**src/rtl/turbo_check_decoder.sv**
```systemverilog
// turbo_check_decoder
//   Hard-decision check/correct stage for a rate-1/3 turbo-coded byte.
//   The codeword carries a systematic byte, an RSC parity over that byte and
//   an RSC parity over its bit-reversed interleave. Both parities are
//   recomputed serially, one bit per cycle, and compared with the received
//   ones. If both disagree, every single-bit flip of the systematic byte is
//   tried in turn. The first flip that makes both parities agree is taken as
//   the correction.
//
// Ports
//   clk, reset            rising-edge clock, synchronous active-high reset
//   in_data[23:0]         {parity2, parity1, systematic}
//   in_valid / in_ready   input handshake; a codeword is accepted only in IDLE
//   out_data[7:0]         decoded systematic byte
//   out_status[1:0]       0 clean, 1 parity-only error, 2 corrected,
//                         3 uncorrectable
//   out_valid / out_ready output handshake; the result is held until taken
//   word_cnt, err_cnt     saturating count of delivered words and of
//                         delivered words with non-zero status
module turbo_check_decoder #(
  parameter int CNT_W = 16
) (
  input  logic             clk,
  input  logic             reset,
  input  logic [23:0]      in_data,
  input  logic             in_valid,
  output logic             in_ready,
  output logic [7:0]       out_data,
  output logic [1:0]       out_status,
  output logic             out_valid,
  input  logic             out_ready,
  output logic [CNT_W-1:0] word_cnt,
  output logic [CNT_W-1:0] err_cnt
);

  typedef enum logic [1:0] {IDLE, CALC, EVAL, OUT} state_t;

  state_t     state, state_nxt;
  logic [7:0] sys_r, rxp1_r, rxp2_r, mask_r, par1_r, par2_r;
  logic [2:0] bit_r, cand_r;
  logic       search_r;
  logic [1:0] st1_r, st2_r;

  logic [7:0] cand_w;
  logic [2:0] step1_w, step2_w;
  logic       m1_w, m2_w, both_ok_w;

  // Interleaver: bit i of the interleaved byte is systematic bit rev3(i).
  function automatic logic [2:0] rev3(input logic [2:0] i);
    return {i[0], i[1], i[2]};
  endfunction

  // One RSC step. Returns {parity bit, next s1, next s0} for state {s1, s0}.
  function automatic logic [2:0] rsc_step(input logic u, input logic [1:0] s);
    logic a;
    a = u ^ s[0] ^ s[1];
    return {a ^ s[1], s[0], a};
  endfunction

  function automatic logic [CNT_W-1:0] sat_inc(input logic [CNT_W-1:0] c);
    return (&c) ? c : c + {{(CNT_W-1){1'b0}}, 1'b1};
  endfunction

  assign cand_w    = sys_r ^ mask_r;
  assign step1_w   = rsc_step(cand_w[bit_r], st1_r);
  assign step2_w   = rsc_step(cand_w[rev3(bit_r)], st2_r);
  assign m1_w      = (par1_r != rxp1_r);
  assign m2_w      = (par2_r != rxp2_r);
  assign both_ok_w = !m1_w && !m2_w;

  assign in_ready  = (state == IDLE);
  assign out_valid = (state == OUT);

  always_ff @(posedge clk) begin
    if (reset) state <= IDLE;
    else       state <= state_nxt;
  end

  always_comb begin
    state_nxt = state;
    case (state)
      IDLE: if (in_valid) state_nxt = CALC;
      CALC: if (bit_r == 3'd7) state_nxt = EVAL;
      EVAL: begin
        // First pass finishes unless both parities disagree; a search pass
        // finishes on a hit or after the last candidate bit.
        if (!search_r) state_nxt = (m1_w && m2_w) ? CALC : OUT;
        else           state_nxt = (both_ok_w || cand_r == 3'd7) ? OUT : CALC;
      end
      OUT:  if (out_ready) state_nxt = IDLE;
      default: state_nxt = IDLE;
    endcase
  end

  always_ff @(posedge clk) begin
    if (reset) begin
      sys_r      <= '0;
      rxp1_r     <= '0;
      rxp2_r     <= '0;
      mask_r     <= '0;
      par1_r     <= '0;
      par2_r     <= '0;
      bit_r      <= '0;
      cand_r     <= '0;
      search_r   <= 1'b0;
      st1_r      <= '0;
      st2_r      <= '0;
      out_data   <= '0;
      out_status <= '0;
      word_cnt   <= '0;
      err_cnt    <= '0;
    end else begin
      case (state)
        // Accept: latch the codeword and start the first pass.
        IDLE: if (in_valid) begin
          sys_r    <= in_data[7:0];
          rxp1_r   <= in_data[15:8];
          rxp2_r   <= in_data[23:16];
          mask_r   <= '0;
          cand_r   <= '0;
          search_r <= 1'b0;
          bit_r    <= '0;
          st1_r    <= '0;
          st2_r    <= '0;
        end
        // Serial parity recompute; bit_r wraps back to 0 after bit 7.
        CALC: begin
          st1_r         <= step1_w[1:0];
          st2_r         <= step2_w[1:0];
          par1_r[bit_r] <= step1_w[2];
          par2_r[bit_r] <= step2_w[2];
          bit_r         <= bit_r + 3'd1;
        end
        // Compare and decide.
        EVAL: begin
          st1_r <= '0;
          st2_r <= '0;
          if (!search_r) begin
            if (m1_w && m2_w) begin
              search_r <= 1'b1;
              cand_r   <= '0;
              mask_r   <= 8'd1;
            end else begin
              out_data   <= sys_r;
              out_status <= both_ok_w ? 2'd0 : 2'd1;
            end
          end else if (both_ok_w) begin
            out_data   <= cand_w;
            out_status <= 2'd2;
          end else if (cand_r != 3'd7) begin
            cand_r <= cand_r + 3'd1;
            mask_r <= 8'd1 << (cand_r + 3'd1);
          end else begin
            out_data   <= sys_r;
            out_status <= 2'd3;
          end
        end
        // Deliver and count.
        OUT: if (out_ready) begin
          word_cnt <= sat_inc(word_cnt);
          if (out_status != 2'd0) err_cnt <= sat_inc(err_cnt);
        end
        default: ;
      endcase
    end
  end

endmodule

```
**config.mk**
```make
export PLATFORM = sky130hd
export DESIGN_NAME = turbo_check_decoder
export DESIGN_NICKNAME = d
export VERILOG_FILES = /design/src/rtl/turbo_check_decoder.sv
export SDC_FILE = /design/constraint.sdc
export NUM_CORES = 1
export LEC_CHECK = 0
export CORE_ASPECT_RATIO = 0.9
export CORE_UTILIZATION = 59
export CTS_CLUSTER_DIAMETER = 30
export DETAILED_ROUTE_END_ITERATION = 10
export HOLD_SLACK_MARGIN = 0.05
export PLACE_DENSITY = 0.86
export SETUP_SLACK_MARGIN = 0.3
export SYNTH_ARGS = -nofsm -noshare
export SYNTH_HDL_FRONTEND = slang
export SYNTH_SLANG_ARGS = --single-unit
```
**constraint.sdc**
```tcl
create_clock -name clk -period 3.4 [get_ports clk]
set_input_delay 0.68 -clock clk [delete_from_list [all_inputs] [get_ports clk]]
set_output_delay 0.68 -clock clk [all_outputs]
set_load 0.05 [all_outputs]
```
* Yosys cells after proc, flatten, opt, wreduce, memory -nomap -nowiden
Cells that the tools add are included.
** Word-level totals
- Bits in registers :: 103
- Output and inout port bits :: 44
- Word-level logic and storage cells :: 115
** Operators by class
- Add/sub/neg operators :: 4
- $lt $le $gt $ge :: 3
- Equal/unequal tests :: 16
- Shift operators :: 1
- Muxes and demuxes :: 44
- Bitwise operators :: 9
- Reduce and logical (&&, ||, !) cells :: 22
** Operators by type and width (number)
- 8-bit 2-to-1 mux :: 9
- 16-bit by 1-bit adder with 16-bit output (second input constant) :: 2
- 16-bit AND reduction :: 2
- 2-bit 2-to-1 mux :: 11
- 8-bit bitwise mux :: 2
- 8-bit != test :: 2
- 8-bit one-hot mux with 2 select lines :: 1
- 3-bit 2-to-1 mux :: 5
- 3-bit != test (second input constant) :: 5
- 2-bit one-hot mux with 3 select lines :: 2
- 3-bit one-hot mux with 2 select lines :: 2
- 3-bit AND reduction :: 3
- 3-bit by 4-bit less-than comparator with 1-bit output (second input constant) :: 2
- 2-bit one-hot mux with 4 select lines :: 1
- 2-bit AND reduction :: 4
- 1-bit by 3-bit << shifter with 8-bit output (first input constant) :: 1
- 8-bit XOR :: 1
- 1-bit 2-to-1 mux :: 7
- 3-bit by 1-bit adder with 3-bit output (second input constant) :: 2
- 1-bit binary-select mux with 3-bit select :: 2
- 3-bit equality test (second input constant) :: 2
- 2-bit != test (second input constant) :: 3
- 2-bit nonzero test :: 3
- 1-bit XOR :: 6
- other kinds (14) :: 19

* Longest topological paths before layout
Gate-level depths: netlist of the first run.
- Depth after elaboration :: 7
- Mapped depth :: 8
- Gate-level depth less buffers :: 7

* Worst setup path after synthesis of the first run
Ideal clock, no wire load.
- Path kind :: flip-flop to flip-flop
- Start point :: register out_status[0]
- End point :: register err_cnt[9]
- Setup time :: 0.128 ns
- Data arrival time :: 1.974 ns
- Data required time :: 3.272 ns
- Slack :: 1.299 ns
- Cell stages (with the launch flop) :: 7
- Buffers on the path :: 0
- Path through :: dfxtp_1 o2111ai_2 or4_4 a41oi_4 nand4_1 xor2_1 nor2_1
** Between the ends
- Cells in the longest elaborated chain, start to end :: 2
** Ends and longest elaborated chain
- start, declared :: line 29 : output logic [1:0] out_status,
- start signal, assigned :: line 145 : out_status <= both_ok_w ? 2'd0 : 2'd1;
- 2-bit nonzero test :: line 161 : if (out_status != 2'd0) err_cnt <= sat_inc(err_cnt);
- 4-bit AND reduction (no line)
- end signal, assigned :: line 161
- end, declared :: line 33 : output logic [CNT_W-1:0] err_cnt
Every way passes these cells.
A chain may end at the register's enable or synchronous reset.

* Worst setup path in the final report of the first run
- Start point :: register state[0]
- End point :: output port out_valid
** Between the ends
- Cells in the longest elaborated chain, start to end :: 1
** Ends and longest elaborated chain
- start, declared :: line 38 : state_t state, state_nxt;
- start signal, assigned :: line 76 : else state <= state_nxt;
- 2-bit equality test :: line 72 : assign out_valid = (state == OUT);
- end, declared :: line 30 : output logic out_valid,
Every way passes these cells.

==> results.yml, run 1 <==
status:
  outcome: "finished with violations"
  violations: "design-rule violations"
worst_setup_path:
  reg2reg_setup_slack_ps: 990
  regToRegEndpoint: "mask_r[2]"
  crit_path_cell_trace: "and2_1, clkdlybuf4s50_1"
  crit_path_max_incr_delay_ps: 810
  worstSetupEndpoint: "out_valid"
  source_of_the_critical_timing_path: "state[0]"
  crit_arrival_ps: 2170
  critical-path-slowest-cell: "sky130_fd_sc_hd__clkdlybuf4s50_1"
  worst-endpoint-required_ps: 2720
  worstSetupEndpointType: "output pin"
  regToRegStartpoint: "state[1]"
  cp_max_fo: 18
  critical_path.startpoint_type: "flip-flop"
  critical_path_class: "flip-flop to output pin"
  worst-r2r-cell-count: 5
pwr:
  seq_power_share: 0.531
  power_per_cell_area_nw_per_um2: 413
  cellInternalPower_mw: 1.71
  comb_power_share: 0.142
  total_leakage_power_nw: 2.05
  p_sw_frac: 0.293
  switching_power_uw: 707
  clkPwrFrac: 0.327
  vdd_ir_drop_max_mv: 0.329
sta:
  postLayoutSetupSlackWorst_ps: 552
  worst-slew-pin-transition_ps: 882
  fmaxAchievable_mhz: 351
  hold_viol_final: 0
  finalClockSkew_ps: 11.7
  tns_ps: 0
  slew-limit-headroom: 0.412
  rsz_0062_raised_after_global_routing: "no"
  final-max-slew-violation-count: 0
  finalHoldWorstSlack_ps: 473
  setup_viol: 0
  timing.final.crit_period_ps: 2850
  finalCritPeriodShare: 0.838
grt:
  overflow: 0
  grt_pass1_wl_um: 18800
  antenna_found_initial: 0
  grt_max_degree: 88
  grt_pass1_vias: 4081
  global_route.usage.total: 0.268
placed_design:
  place_ws_ps: 674
  gp_routability_congestion: 0.816
  post-dp-hpwl_um: 7930
  io_buffers: 71
routing:
  remaining_drc_errors: 2
  detail_route.wirelength_um: 11500
  avgViaCountPerCell: 5.90
  first_pass_iters: 9
  initialDrtViolationCount: 245
  detailroute.via_count: 4342
  drt-wirelength-per-cell_um: 15.6
  ant_nets: 0
floorplanning:
  rows: 31
  die-area_um2: 8720
  floorplan.initialDensity: 0.611
  die-width_um: 98.3
  die_h_um: 88.7
  design.portCount: 72
  placeableCoreArea_um2: 8070
cts:
  cts_buffer_depth: 2
  tritoncts_num_sinks: 103
  hold_bufs_at_cts: 0
  ctsResizeCount: 0
  cts_htree_levels: 3
  clock_tree_from_tritoncts: "built"
  clkLatencyLatePin_ps: 370
  cts_clk_pin_slew_worst_paths_ps: 100
  cts_buffers: 9
  postCtsSetupRepairBufs: 0
  clockRootBuffer: "sky130_fd_sc_hd__clkbuf_8"
yosys:
  synth-seq-area-share: 0.419
  syn_area_um2: 4930
  synth.avg_cell_area_um2: 8.51
  post_synth_inst_count: 579
  synthMostInstantiatedCell: "sky130_fd_sc_hd__dfxtp_1"
  dominantRegCellSynth: "sky130_fd_sc_hd__dfxtp_1"
  synth_top_cells_by_area: "sky130_fd_sc_hd__dfxtp_1 (42%), sky130_fd_sc_hd__xor2_1 (6.9%), sky130_fd_sc_hd__nand2_1 (5.8%)"
  synth.cells.most_frequent: "sky130_fd_sc_hd__dfxtp_1 (103), sky130_fd_sc_hd__nand2_1 (76), sky130_fd_sc_hd__a21oi_1 (53)"
  yosys_warnings: 0
  async_reset_ff_frac: 0
  synthDistinctLibCells: 52
  yosys.area.top_type: "sky130_fd_sc_hd__dfxtp_1"
  synth.top_cell.area_share: 0.419
  postSynthRegisterBits: 103
  synth_edf_count: 0
  mappedNetlistNets: 618
finish:
  layout-drive-gt1-share: 0.0502
  area_growth_pct: 18.9
  antennaDiodeCount: 0
  finalNetCount: 671
hold_path:
  hold_path.class: "flip-flop to flip-flop"
run:
  drv_cap: 0
[layout make-up]
class	count	area [um2]
Inverter	8	30.0
Multi-Input combinational cell	435	2700
Fill cell	664	2210
Timing Repair Buffer	75	736
Tap cell	99	124
Clock inverter	7	77.6
Sequential cell	103	2060
Clock buffer	9	124
[state kept, by name (all words and copies together) (netlist names)]
signal      count
word_cnt       16
st2_r           2
par2_r          8
search_r        1
mask_r          8
rxp1_r          8
err_cnt        16
rxp2_r          8
cand_r          3
sys_r           8
state           2
out_status      2
par1_r          8
bit_r           3
st1_r           2
out_data        8
[worst min-delay path by stage]
stage	from	end	slack, ps	depth (start not counted)
after detailed placement	rxp2_r[1]	rxp2_r[1]	460	2
after global routing	rxp2_r[1]	rxp2_r[1]	500	2
after floorplan	par1_r[3]	par1_r[3]	450	2
final	rxp2_r[1]	rxp2_r[1]	470	2
after CTS	rxp2_r[1]	rxp2_r[1]	470	2
after global placement	par1_r[5]	par1_r[5]	460	2
[per-layer routing]
layer / track usage / vias to the layer above / part of all wire
met3: 0.0569 / 11 / 0.049
met5: 0 / - / 0
met2: 0.474 / 108 / 0.50
met1: 0.334 / 2085 / 0.45
li1: - / 2138 / -
met4: 0.0773 / 0 / 0.0098
[cell families (layout without fill, tap and decap cells)]
family	Yosys count	count (layout)	synth area share
buf+inv	41	99	0.0328
simple gates	224	224	0.216
mux	11	11	0.0224
fa+ha+maj	11	11	0.0279
compound gates	128	128	0.174
xor+xnor	61	61	0.108
flops	103	103	0.419
[placed cells by master, fill, tap and decap left out, types with 2 or more instances in the layout]
cell and n:
sky130_fd_sc_hd__clkbuf_8 9, sky130_fd_sc_hd__nand2b_1 4, sky130_fd_sc_hd__a21oi_1 53, sky130_fd_sc_hd__buf_4 4, sky130_fd_sc_hd__a21boi_0 2, sky130_fd_sc_hd__or3_1 3
sky130_fd_sc_hd__nor3_1 6, sky130_fd_sc_hd__and2_1 8, sky130_fd_sc_hd__a22oi_1 5, sky130_fd_sc_hd__xor2_1 39, sky130_fd_sc_hd__nor3b_1 2, sky130_fd_sc_hd__nor2b_1 2
sky130_fd_sc_hd__nand3_1 34, sky130_fd_sc_hd__nand4_1 14, sky130_fd_sc_hd__o31ai_1 11, sky130_fd_sc_hd__or2_2 3, sky130_fd_sc_hd__and4_1 6, sky130_fd_sc_hd__nand3b_1 4
sky130_fd_sc_hd__o21a_1 3, sky130_fd_sc_hd__o21ai_0 15, sky130_fd_sc_hd__a31oi_1 5, sky130_fd_sc_hd__nand2_1 76, sky130_fd_sc_hd__and3_1 7, sky130_fd_sc_hd__inv_1 7
sky130_fd_sc_hd__nor2_1 51, sky130_fd_sc_hd__a211oi_1 9, sky130_fd_sc_hd__xnor2_1 22, sky130_fd_sc_hd__mux2i_1 11, sky130_fd_sc_hd__dfxtp_1 103, sky130_fd_sc_hd__o2111ai_1 7
sky130_fd_sc_hd__ha_1 11, sky130_fd_sc_hd__inv_6 3, sky130_fd_sc_hd__a21o_1 2, sky130_fd_sc_hd__clkdlybuf4s50_1 70, sky130_fd_sc_hd__a211o_1 3
[through the flow]
stage               total power [mW]  utilization  cells  instance area [um2]
floorplan                       1.54            -    579                 4930
global placement                1.64        0.701    720                 5650
detailed placement              1.65        0.701    720                 5650
CTS                             2.42        0.726    736                 5860
global route                    2.52        0.726    736                 5860
finish                          2.42        0.726    736                 5860
[critical path, delay by kind of cell, from the launching register on]
kind / cells / cell delay [ps]
buffers and inverters: 1 / 810
flip-flops: 1 / 720
AND/OR/NAND/NOR: 1 / 270
[power groups by stage]
stage          Sequential, mW  Combinational [mW]  Clock, mW
2_1_floorplan            1.32               0.216          0
3_3_place_gp             1.31               0.329          0
3_5_place_dp             1.31               0.340          0
4_1_cts                  1.28               0.341      0.797
5_1_grt                  1.29               0.374      0.853
6_report                 1.28               0.344      0.789
Note: power is estimated with default switching activity, not from simulation.
==> inputs of run 2 (changes only) <==
- CORE_UTILIZATION: 59 -> 54
- PLACE_DENSITY: 0.86 -> 0.79
- clock period: 3.4 -> 2.65 ns (I/O delays scaled with it)
==> run 2 against run 1 <==
  * Global-route usage shrank 1.2 points
  * Largest power group unchanged
  * Worst setup slack lost 130 ps
  * The flow now finishes without violations
  * Highest routed layer unchanged
  * Die area grew 9.1%
  * Non-clock buffer count grew 7
==> results.yml, run 2 (synthesized netlist as in run 1, its figures left out) <==
cts:
  hold_bufs_at_cts: 0
  clockRootBuffer: "sky130_fd_sc_hd__clkbuf_8"
  clock_tree_from_tritoncts: "built"
  ctsResizeCount: 2
  postCtsSetupRepairBufs: 0
  cts_clk_pin_slew_worst_paths_ps: 100
  clkLatencyLatePin_ps: 370
  cts_htree_levels: 3
  cts_buffer_depth: 2
  cts_buffers: 9
  tritoncts_num_sinks: 103
finish:
  layout-drive-gt1-share: 0.0621
  layout_commonest_cell: "sky130_fd_sc_hd__dfxtp_1"
  finalNonFillerCells: 763
  area_growth_pct: 20.9
  finalNetCount: 678
  largestRegisters: "err_cnt: 16 flops, word_cnt: 16 flops"
  seqCellArea_um2: 2060
  antennaDiodeCount: 0
  filler_cell_count: 764
  final_cell_mix: "sky130_fd_sc_hd__dfxtp_1 (103), sky130_fd_sc_hd__nand2_1 (76), sky130_fd_sc_hd__clkdlybuf4s50_1 (67)"
  multiInputGateArea_um2: 2710
sta:
  finalHoldWorstSlack_ps: 477
  fmaxAchievable_mhz: 449
  setup_viol: 0
  finalCritPeriodShare: 0.840
  finalClockSkew_ps: 12.8
  tns_ps: 0
  timing.final.crit_period_ps: 2230
  final-max-slew-violation-count: 0
  rsz_0062_raised_after_global_routing: "no"
  slew-limit-headroom: 0.393
  hold_viol_final: 0
  worst-slew-pin-transition_ps: 911
run:
  drv_cap: 0
worst_setup_path:
  cp_max_fo: 6
  worst-path-buf-inv: 1
  reg2reg_setup_slack_ps: 520
  critical-path-slowest-cell: "sky130_fd_sc_hd__clkdlybuf4s50_1"
  crit_path_max_incr_delay_ps: 850
  crit_path_cell_trace: "clkdlybuf4s50_1"
  crit_arrival_ps: 1700
  critical_path.startpoint_type: "flip-flop"
  critical_path_class: "flip-flop to output pin"
  worstSetupEndpointType: "output pin"
  crit_family: "buffers and inverters"
  worst-endpoint-required_ps: 2120
pwr:
  comb_power_share: 0.147
  cellInternalPower_mw: 2.27
  total_leakage_power_nw: 2.12
  clkPwrFrac: 0.333
  p_total_mw: 3.14
  vdd_ir_drop_max_mv: 0.385
  power_per_cell_area_nw_per_um2: 528
  seq_power_share: 0.520
  p_sw_frac: 0.278
  switching_power_uw: 873
grt:
  global_route.usage.total: 0.256
  grt_pass1_wl_um: 19200
  grt_max_degree: 88
  overflow: 0
  antenna_found_initial: 0
  grt_pass1_vias: 4199
routing:
  ant_nets: 0
  detailroute.via_count: 4312
  avgViaCountPerCell: 5.65
  detail_route.wirelength_um: 11500
  drt-wirelength-per-cell_um: 15.0
  initialDrtViolationCount: 195
  first_pass_iters: 5
  remaining_drc_errors: 0
floorplanning:
  die_h_um: 92.6
  rows: 32
  floorplan.initialDensity: 0.564
  placeableCoreArea_um2: 8730
  design.portCount: 72
  die-area_um2: 9510
  die-width_um: 103
placed_design:
  dp_cells: 747
  post-dp-hpwl_um: 8080
  io_buffers: 71
  gp_routability_congestion: 0.868
status:
  outcome: "completed"
hold_path:
  hold_path.class: "flip-flop to flip-flop"
==> run 2: changes by cell type in the layout (fill, tap and decap cells not counted), sizes merged <==
cell	delta
buf	+7
clkdlybuf4s50	-3
dlymetal6s2s	+1
clkinv	-1
clkbuf	+3
inv	-2
dlygate4sd2	+2
==> run 2: final cells by class <==
cell class | instances | share of cell area
clock buffers | 12 | 0.0277
inverters | 8 | 0.00504
clock inverters | 4 | 0.00862
multi-input cells | 435 | 0.455
well taps | 119 | 0.0250
repair buffers | 82 | 0.132
flip-flops and latches | 103 | 0.346
==> run 2: power by group through the flow <==
| stage | logic, mW | registers (mW) | clock network (mW) |
|---|---|---|---|
| finish | 0.463 | 1.63 | 1.05 |
| global route | 0.501 | 1.64 | 1.14 |
| CTS | 0.457 | 1.63 | 1.07 |
| detailed placement | 0.454 | 1.67 | 0 |
| global placement | 0.442 | 1.67 | 0 |
| floorplan | 0.278 | 1.69 | 0 |
==> run 2: worst paths after layout <==
| check | startpoint | endpoint | depth (start not counted) |
|---|---|---|---|
| worst max-delay path | err_cnt[0] | err_cnt[0] | 1 |
| worst min-delay path | rxp2_r[5] | rxp2_r[5] | 2 |
| worst max register to register | search_r | mask_r[4] | 5 |
| worst min register to register | rxp2_r[5] | rxp2_r[5] | 2 |
==> run 2: metal layers <==
| layer | GRT usage | vias to the layer above | wire [um] |
|---|---|---|---|
| met5 | 0 | - | 0 |
| li1 | - | 2151 | - |
| met1 | 0.329 | 2044 | 5140 |
| met4 | 0.0881 | 0 | 192 |
| met3 | 0.0506 | 19 | 527 |
| met2 | 0.424 | 98 | 5610 |
==> run 2: metrics by stage <==
stage / utilization / worst slack, ps / area [um2]
2_1_floorplan: - / 549 / 4930
3_3_place_gp: 0.657 / 166 / 5730
3_5_place_dp: 0.657 / 92.7 / 5730
4_1_cts: 0.681 / 316 / 5950
5_1_grt: 0.682 / 330 / 5950
6_report: 0.682 / 424 / 5950
==> RTL change 1, RTL diff (flow settings as in run 2) <==
The 4 states of `state_t` get a one-hot encoding in 4 bits.
--- a/src/rtl/turbo_check_decoder.sv
+++ b/src/rtl/turbo_check_decoder.sv
@@ -35,3 +35,3 @@
 
-  typedef enum logic [1:0] {IDLE, CALC, EVAL, OUT} state_t;
+  typedef enum logic [3:0] {IDLE = 4'b0001, CALC = 4'b0010, EVAL = 4'b0100, OUT = 4'b1000} state_t;
 
Function: no difference found for any inputs over 10 cycles, from zero or initial values and one cycle with reset high; not proved beyond that.
==> RTL change 1 against run 2 <==
Sequential cell count rose by 2; synthesized area rose by 0.41%; hold slack worse by 0.0015 ns; design area increased by 0.29%; via count decreased by 2.2%; routed wire length down 3.3%; worst setup slack worse by 0.087 ns; sequential share of layout area increased by 0.57 points; cell count fell by 1.2%; critical endpoint is now in_ready; highest routed layer unchanged.
Power is not compared: it rests on default switching activity, and its combinational part moved more than twofold at a synthesized area within 25%.
==> RTL change 1: results (changes against run 2) <==
initial antenna violation count=0 (unchanged); Min-Delay Path Class=register to register (unchanged); Mapped Cells=565 (was 579); post-route ant nets=0 (unchanged); count of input and output buffers=71 (unchanged); Post-CTS Setup Bufs=0 (unchanged); critical path arrival=1.78 ns (was 1.70 ns); clk_skew=0.0154 ns (was 0.0128 ns); fraction of registers with async set/reset=0 (unchanged); met3 usage=0.0551 (was 0.0506); status=finished clean (unchanged); max incr delay on CP=0.53 ns (was 0.85 ns); Fillers=764 (unchanged); vias in the first global route=4083 (was 4199); Clock Latency Late Sink=0.37 ns (about the same); syn nets=604 (was 618); first-pass GRT wire length=18800 µm (was 19200 µm); Routed WL per cell=14.7 µm (was 15.0 µm); largest net degree at the start of global routing=39 (was 88); met1 usage in global routing=0.326 (was 0.329); starting DRC count in detailed routing=170 (was 195); total global-route track usage=0.248 (was 0.256); Layout Utilization=0.684 (was 0.682); Inserted Diodes=0 (unchanged); top post-synthesis cells by area=dfxtp_1, xor2_1, nand2_1 (unchanged); CP Max Fanout=6 (unchanged); post_cts resized=2 (unchanged); DP HPWL=8010 µm (was 8080 µm); GPL Wtd Cong=0.839 (was 0.868); Crit path max-delay family=buffers and inverters (unchanged); clock buffer depth=2 (unchanged); Seq/Total Area, Yosys=0.425 (was 0.419); static leakage=2.12 nW; share of layout cells above drive strength 1=0.0740 (was 0.0621); placed cell areas=5780 µm² (was 5730 µm²); DRT Wirelength=11100 µm (was 11500 µm); Slew @ Worst Pin=0.736 ns (was 0.911 ns); vias per cell=5.59 (was 5.65); Top Registers=err_cnt x16, word_cnt x16 (unchanged); VDD IR max=329 µV; CTS Buf Count=9 (unchanged); CTS root buffer=clkbuf_8 (unchanged); Main synth FF type=dfxtp_1 (unchanged); GR Layer Usage met2=0.399 (was 0.424); total iterations of the first detailed-routing run=4 (was 5); post-synth cell types=56 (was 52); placed cells=737 (was 747); H-tree levels=3 (unchanged); CTS clock-pin slew for the worst setup and hold paths=0.10 ns (about the same); synth cell count leaders=dfxtp_1, nand2_1, nor2_1, xor2_1, nand3_1 (was dfxtp_1, nand2_1, a21oi_1, nor2_1, xor2_1); yosys warns=0 (unchanged); Crit-path slowest cell=clkdlybuf4s15_1 (was clkdlybuf4s50_1); worst slack at placement=0.438 ns (was 0.0927 ns); Nets=669 (was 678)
## RTL change 1: changes by cell type after synthesis, moves of 5 or more
cell / run 2 / this run
nand4_1: 14 / 9
o31ai_1: 11 / 24
nand2_1: 76 / 87
a21oi_1: 53 / 35
mux2i_1: 11 / 2
nor2_1: 51 / 56
nor4_2: 0 / 5
o21ai_0: 15 / 3
o211ai_1: 1 / 9
a31oi_1: 5 / 0
o2bb2ai_1: 0 / 5
a211oi_1: 9 / 3
## RTL change 1: area by class of cell
cell class	count	share of cell area
clock inverter	7	0.00901
clock buffer	9	0.0207
sequential	105	0.352
inverter	11	0.00691
tap	119	0.0249
multi-input combinational	421	0.453
timing repair buffer	82	0.133
## RTL change 1: power by group through the flow
stage	Combinational [mW]	Sequential [mW]	Clock [mW]
3_5_place_dp	1.10	1.84	0
5_1_grt	1.22	1.83	1.01
4_1_cts	1.10	1.81	0.932
6_report	1.11	1.81	0.914
2_1_floorplan	0.796	1.81	0
3_3_place_gp	1.07	1.83	0
## RTL change 1: cells by family (layout without fill, tap and decap cells)
group,count (synthesis),after routing,share of synthesized area
AND/OR/NAND/NOR,238,238,0.237
buffers and inverters,39,109,0.0321
XOR/XNOR,64,64,0.113
AO/OA/AOI/OAI,105,105,0.159
flip-flops,105,105,0.425
adder cells (fa/ha/maj),11,11,0.0278
multiplexers,3,3,0.00632
## RTL change 1: final timing paths
path | start | to | slack, ns | depth (start not counted)
worst max-delay path | state[1] | in_ready | 0.34 | 4
worst min-delay path | rxp2_r[0] | rxp2_r[0] | 0.48 | 2
worst min register to register | rxp2_r[0] | rxp2_r[0] | 0.48 | 2
worst max register to register | bit_r[1] | par2_r[6] | 0.51 | 5
## RTL change 1: routing by layer
layer,vias up,routed length (µm)
met5,-,0
met4,0,170
met3,17,676
met2,123,5120
met1,1969,5120
li1,2109,-
==> RTL change 2, RTL diff (flow settings as in run 2) <==
Without the edit above. Change the parameter `CNT_W` from 16 to 20.
--- a/src/rtl/turbo_check_decoder.sv
+++ b/src/rtl/turbo_check_decoder.sv
@@ -20,3 +20,3 @@
 module turbo_check_decoder #(
-  parameter int CNT_W = 16
+  parameter int CNT_W = 20
 ) (
Ports: changed (resized err_cnt and word_cnt); port bits go from 72 to 80. No check against the original RTL was run, so the function may have changed too.
==> RTL change 2 against run 2 <==
Design area up 10%; core utilization is 0.93 points lower; worst setup slack got worse by 0.036 ns; synthesized cell count rose by 11%; clock skew fell by 0.0027 ns; sequential cell count rose by 8; via count is 13% higher; routed wire length up 14%; clock power rose by 5%; total power grew 6.5%; synthesized area grew 11%; sequential share of layout area shrank 0.73 points.
==> RTL change 2: results (changes against run 2) <==
status=finished clean (unchanged); Flop pwr share=0.525 (was 0.520); vias per cell=5.82 (was 5.65); metal2 WL=6220 µm (was 5610 µm); Crit Reg-Reg Endpoint=cand_r[1] (was mask_r[4]); Mapped Cells=641 (was 579); synth cell count leaders=dfxtp_1, nand2_1, nor2_1, a21oi_1, xnor2_1 (was dfxtp_1, nand2_1, a21oi_1, nor2_1, xor2_1); critical path arrival=1.73 ns (was 1.70 ns); met3 usage=0.0530 (was 0.0506); met1 usage in global routing=0.330 (was 0.329); Setup crit start=word_cnt[3] (was err_cnt[0]); Net Sw Power=0.932 mW (was 0.873 mW); VDD IR max=562 µV (was 385 µV); clock buffer depth=2 (unchanged); Slew @ Worst Pin=0.569 ns (was 0.911 ns); Clk pwr share=0.328 (was 0.333); Fillers=836 (was 764); post_cts resized=1 (was 2); placed cell areas=6320 µm² (was 5730 µm²); clk_skew=0.0100 ns (was 0.0128 ns); hold_sp=par1_r[3] (was rxp2_r[5]); GR Layer Usage met2=0.418 (was 0.424); syn nets=680 (was 618); DP HPWL=9150 µm (was 8080 µm); worst r2r src=par1_r[1] (was search_r); first-pass GRT wire length=21500 µm (was 19200 µm); worst slack at placement=0.216 ns (was 0.0927 ns); Vias=4876 (was 4312); placed cells=822 (was 747); vias in the first global route=4542 (was 4199); largest net degree at the start of global routing=41 (was 88); total iterations of the first detailed-routing run=4 (was 5); WL met1=5830 µm (was 5140 µm); static leakage=2.24 nW (was 2.12 nW); starting DRC count in detailed routing=218 (was 195); share of layout cells above drive strength 1=0.0730 (was 0.0621); count of input and output buffers=79 (was 71); post-synth cell types=57 (was 52); Sw Ratio=0.278 (about the same); WHS Endpoint=par1_r[3] (was rxp2_r[5]); crit path time final=2.26 ns (was 2.23 ns); Seq/Total Area, Yosys=0.408 (was 0.419); total global-route track usage=0.256 (about the same); DRT Wirelength=13100 µm (was 11500 µm)
RTL change 2: cell types whose count changed after synthesis, sizes merged, moves of 4 or more:
cell,run 2,this run
xnor2,22,37
nor3,6,15
xor2,39,25
and2,8,4
nand4,14,20
o21ai,15,23
nor4,1,8
inv,7,11
dfxtp,103,111
or3,3,8
a21oi,53,57
nor2,52,59
RTL change 2: cell families (layout without fill, tap and decap cells):
| family | count (synthesis) | after routing | share of synthesized area |
|---|---|---|---|
| simple gates | 258 | 258 | 0.244 |
| compound gates | 140 | 140 | 0.165 |
| flops | 111 | 111 | 0.408 |
| xor+xnor | 62 | 62 | 0.0997 |
| buf+inv | 48 | 119 | 0.0381 |
| fa+ha+maj | 11 | 11 | 0.0253 |
| mux | 11 | 11 | 0.0202 |
RTL change 2: area by class of cell:
type,instances,area share
clock buffer,10,0.0195
clock inverter,6,0.0130
inverter,12,0.00687
multi-input combinational,482,0.463
sequential,111,0.339
tap,126,0.0241
timing repair buffer,91,0.134
